===== config.mk =====
export PLATFORM = sky130hd
export DESIGN_NAME = ctr191_sequencer
export DESIGN_NICKNAME = d
export VERILOG_FILES = /design/src/rtl/ctr191_pkg.sv /design/src/rtl/ctr191_sequencer.sv
export SDC_FILE = /design/constraint.sdc
export NUM_CORES = 1
export LEC_CHECK = 0
export BUFFER_PORTS_ARGS = -buffer_cell sky130_fd_sc_hd__buf_2
export CAP_MARGIN = 20
export CORE_AREA = 2 2 39 41
export CTS_BUF_LIST = sky130_fd_sc_hd__clkbuf_4 sky130_fd_sc_hd__clkbuf_8 sky130_fd_sc_hd__clkbuf_16
export CTS_CLUSTER_SIZE = 24
export DETAILED_ROUTE_END_ITERATION = 16
export DIE_AREA = 0 0 41 43
export PLACE_DENSITY = 0.62
export REMOVE_ABC_BUFFERS = 1
export SYNTH_ARGS = -nofsm -noshare
export SYNTH_HDL_FRONTEND = slang
export SYNTH_SLANG_ARGS = --single-unit
export TNS_END_PERCENT = 5

===== constraint.sdc =====
create_clock -name clk -period 1.3 [get_ports clk]
set_input_delay 0.13 -clock clk [delete_from_list [all_inputs] [get_ports clk]]
set_output_delay 0.13 -clock clk [all_outputs]
set_load 0.05 [all_outputs]

===== src/rtl/ctr191_pkg.sv =====
// Shared definitions for the am25ls191 counter sequencer: mode codes and FSM states.
package ctr191_pkg;

  localparam logic [1:0] MODE_ONESHOT  = 2'd0;
  localparam logic [1:0] MODE_PERIODIC = 2'd1;
  localparam logic [1:0] MODE_SWEEP    = 2'd2;

  typedef enum logic [1:0] {
    ST_IDLE = 2'd0,
    ST_LOAD = 2'd1,
    ST_RUN  = 2'd2
  } state_t;

  // The unused fourth mode code behaves as a one-shot.
  function automatic logic [1:0] norm_mode(input logic [1:0] m);
    return (m == 2'd3) ? MODE_ONESHOT : m;
  endfunction

endpackage


===== src/rtl/ctr191_sequencer.sv =====
// Drives load_/ent_/ud of an external am25ls191 up/down counter to provide
// one-shot, periodic and triangle-sweep timing from its max/min flag.
module ctr191_sequencer
  import ctr191_pkg::*;
#(
  parameter int unsigned WIDTH = 4
) (
  input  logic             clk,
  input  logic             rst,
  input  logic [WIDTH-1:0] period,
  input  logic [1:0]       mode,
  input  logic             start,
  input  logic             stop,
  input  logic [WIDTH-1:0] ctr_q,
  input  logic             ctr_mxmn,
  output logic [WIDTH-1:0] ctr_in,
  output logic             ctr_load_,
  output logic             ctr_ent_,
  output logic             ctr_ud,
  output logic             busy,
  output logic             tick,
  output logic             done,
  output logic             dir
);

  state_t     state, state_n;
  logic [1:0] mode_r, mode_n;
  logic       dir_n;
  logic       tick_n;
  logic       done_n;

  assign ctr_in = period;
  assign busy   = (state != ST_IDLE);

  always_ff @(posedge clk) begin
    if (rst) begin
      state  <= ST_IDLE;
      mode_r <= '0;
      dir    <= 1'b0;
      tick   <= 1'b0;
      done   <= 1'b0;
    end else begin
      state  <= state_n;
      mode_r <= mode_n;
      dir    <= dir_n;
      tick   <= tick_n;
      done   <= done_n;
      // The max/min flag must agree with q for the direction being driven.
      if (state == ST_RUN)
        assert (ctr_mxmn == (ctr_ud ? (ctr_q == '0) : (ctr_q == '1)));
    end
  end

  always_comb begin
    state_n   = state;
    mode_n    = mode_r;
    dir_n     = dir;
    tick_n    = 1'b0;
    done_n    = 1'b0;
    ctr_ent_  = 1'b1;
    ctr_load_ = 1'b1;
    ctr_ud    = (mode_r == MODE_SWEEP) ? dir : 1'b1;

    case (state)
      ST_IDLE: begin
        if (start) begin
          state_n = ST_LOAD;
          mode_n  = norm_mode(mode);
          if (norm_mode(mode) == MODE_SWEEP)
            dir_n = 1'b0;
        end
      end

      ST_LOAD: begin
        ctr_ent_  = 1'b0;
        ctr_load_ = 1'b0;
        state_n   = stop ? ST_IDLE : ST_RUN;
      end

      ST_RUN: begin
        // Pins ignore stop, so a count or reload step can still land on the abort edge.
        if (!ctr_mxmn) begin
          ctr_ent_ = 1'b0;
        end else if (mode_r == MODE_PERIODIC) begin
          ctr_ent_  = 1'b0;
          ctr_load_ = 1'b0;
        end

        if (stop) begin
          state_n = ST_IDLE;
        end else if (ctr_mxmn) begin
          tick_n = 1'b1;
          case (mode_r)
            MODE_PERIODIC: ;
            MODE_SWEEP:    dir_n = ~dir;
            default: begin
              state_n = ST_IDLE;
              done_n  = 1'b1;
            end
          endcase
        end
      end

      default: state_n = ST_IDLE;
    endcase

    if (rst) begin
      ctr_ent_  = 1'b1;
      ctr_load_ = 1'b1;
    end
  end

endmodule


==> qor.yml <==
power.share.sequential_pct: 41.9
route.top_layer_used: "met3"
final_core_utilization_pct: 38.4
synth-seq-cells: 7
fin_ws_ns: -0.0485
power.ir.vdd_worst_uv: 402
drt_pass1_iterations: 4
grt_start_max_net_pins: 9
drive_above_1_share_pct: 50.0
critical_path_peak_fanout: 3
tritoncts.num_buffers: 3
cts.root.buffer_cell: "clkbuf_4"
final_nets: 78
detail_route.drc_violations: 0
total_power_uw: 537
cts_tree: "done"
cp_num_cells: 5
globalRouteTotalUtil_pct: 10.3
io-pin-count: 26
wirelength_per_cell_um: 9.82
drt-met1-wl_um: 301
route.antenna.remaining_nets: 0
cp_cell_sequence: "buf_6 > nor2b_4 > nand3_1 > a21o_1 > buf_6"
leakagePower_uw: 0.000229
detailroute.wirelength.met3_um: 85
grt_antenna_before_repair: 0
overall_via_count_from_detail_route: 351
timing.reg2reg.worst_path_depth: 3
crit_buf_inv: 2
start_util_pct: 27.5
fp.coreArea_sq_um: 1380
ys_warn_count: 0
netlist_instances: 44
cts_htree_levels: 1
worst_r2r_startpoint: "state[1]"
rsz0062_at_grt: "true"
timing.clock.skew_ns: 0.00134
hp_class: "input port to flop"
die_span_in_y_um: 43
crit-reg2reg-capture: "mode_r[0]"
clkPwrFrac_pct: 39.3
routed_wirelength_um: 746
ys_async_sr_fraction_pct: 0
die_width_um: 41
detail_route.iter0.violations: 3
worstSkewPairLatency_ns: 0.24
numPortBuffers: 13
fmaxAchievable_mhz: 742
hold_viol_final: 0
yosys_most_used_dff: "dfxtp_1"
num_rows: 14
timing.final.crit_share_pct: 104
clkTransAtPathRegs_ns: 0.05
syn_avg_cell_area_sq_um: 8.64
wire_length_of_the_first_global_routing_pass_um: 1190
critPathMostFrequentCell: "buf_6"
outcome: "complete, but fails checks"
synth-edff-count: 0
netSwitchingPower_uw: 133
design.die.area_sq_um: 1760
end_kind: "primary output"
swShare_pct: 24.8
antenna-diode-count: 0
start_kind: "flop"
share_comb_of_total_power_pct: 18.8
clock_sink_count: 7
worst_ep_required_time_ns: 1.17
critical_path.top_delay_family: "flip-flops"
crit_path_start: "state[1]"
power.internal_uw: 404
detailedPlacementHpwl_um: 586
violations_in_the_final_reports: "negative setup slack"
detailed_place.area_sq_um: 454
ctsHoldBuffers: 0
grt_pass1_vias: 325
finalSetupViolations: 2
gr-total-overflow: 0
regToRegSetupSlack_ns: 0.02
syn2layout_area_growth_pct: 39.8
post-route-min-period_ns: 1.35
path_class: "flop to primary output"
post_synth_num_cell_types: 24
post_synth_instance_area_sq_um: 380
slew_viol_final: 0
critPathMaxStageDelay_ns: 0.34
layout.cell_area.non_filler_sq_um: 532
cts_max_path_buffers: 2
synth.yosys.seq_area_share_pct: 36.8
finalWeightedCongestion: 0.754
wl_met2_um: 360
worstPathArrival_ns: 1.22
detail_route.vias_per_cell: 4.62
timing.max_slew.rel_slack_pct: 83.4
drv.max_cap_violation_count: 0
worstMarginPinSlew_ns: 0.250
slowest_stage: "dfxtp_2"
setup.worst_path.end: "ctr_load_"
pwr_density_cell_nw_per_um2: 1010
[cells in the mapped netlist, types with 2 or more instances]
master | instances | area [sq um]
ha_1 | 2 | 25.0
a21oi_1 | 2 | 10.0
a21o_1 | 2 | 15.0
nand2_1 | 4 | 15.0
nand2b_1 | 4 | 25.0
dfxtp_1 | 7 | 140
inv_1 | 3 | 11.3
buf_4 | 4 | 30.0
[cell usage in the layout (no fill, tap or decap), types with 2 or more instances in the layout]
cell and instances:
a21o_1 2, a21oi_1 2, buf_2 9, buf_4 3
buf_6 5, clkbuf_4 4, dfxtp_1 4, dfxtp_2 3
inv_1 2, nand2_1 4, nand2b_1 4
[worst min path at each step]
stage	cells after the start	endpoint	slack [ns]	startpoint
3_5_place_dp	0	ctr_in[0]	0.26	period[0]
4_1_cts	2	state[1]	0.07	stop
3_3_place_gp	0	ctr_in[0]	0.26	period[0]
5_1_grt	2	state[1]	0.08	stop
2_1_floorplan	1	mode_r[0]	0.19	rst
6_report	2	state[1]	0.08	stop
[power groups by stage]
stage / clock (uW) / sequential, uW / combinational (uW)
after detailed placement: 0 / 229 / 88.7
after global routing: 238 / 226 / 109
final: 211 / 225 / 101
after floorplan: 0 / 230 / 52.9
after CTS: 228 / 225 / 101
after global placement: 0 / 228 / 87.7
[through the flow]
step           setup WS (ns)  setup TNS, ns  cells  hold WS [ns]
6_report             -0.0485        -0.0956     76        0.0778
5_1_grt               -0.106         -0.241     76        0.0791
4_1_cts              -0.0489        -0.0921     76        0.0665
3_5_place_dp          0.0366              0     71         0.261
3_3_place_gp          0.0363              0     71         0.261
2_1_floorplan         0.0258              0     39         0.192
[state kept, by name, indices dropped and copies added (netlist names)]
name and count:
dir 1, tick 1, mode_r 2, done 1, state 2
[metal layers]
layer / track usage (%) / up-vias
met3: 9.95 / 0
met1: 9.97 / 155
met5: 0 / -
met2: 15.6 / 20
li1: - / 176
met4: 2.00 / 0
[what timing repair did]
action / in CTS / in global routing
buffers inserted: 1 / 0
endpoints found under the setup margin: 4 / 6
resized for setup: 12 / 3
pin swaps: 4 / 0
[cell type report]
cell class | instances | area, sq um
Multi-Input combinational cell | 29 | 203
Tap cell | 16 | 20.0
Clock buffer | 4 | 30.0
Sequential cell | 7 | 144
Timing Repair Buffer | 17 | 124
Inverter | 3 | 11.3
Fill cell | 149 | 852
[worst reg2reg max path, stage by stage, from the launching register on]
cell and delay (ns):
dfxtp_2 0.33, or3b_4 0.39, or3b_1 0.37, a21oi_2 0.13
[kinds of logic (layout without fill, tap and decap cells)]
logic type,Yosys count,after routing,synth area share (%)
buffers and inverters,8,24,11.8
AOI/OAI and AO/OA,8,8,14.5
adders and majority gates,2,2,6.58
and+or+nand+nor,19,19,30.3
DFF,7,7,36.8
(Power assumes the default switching activity.)
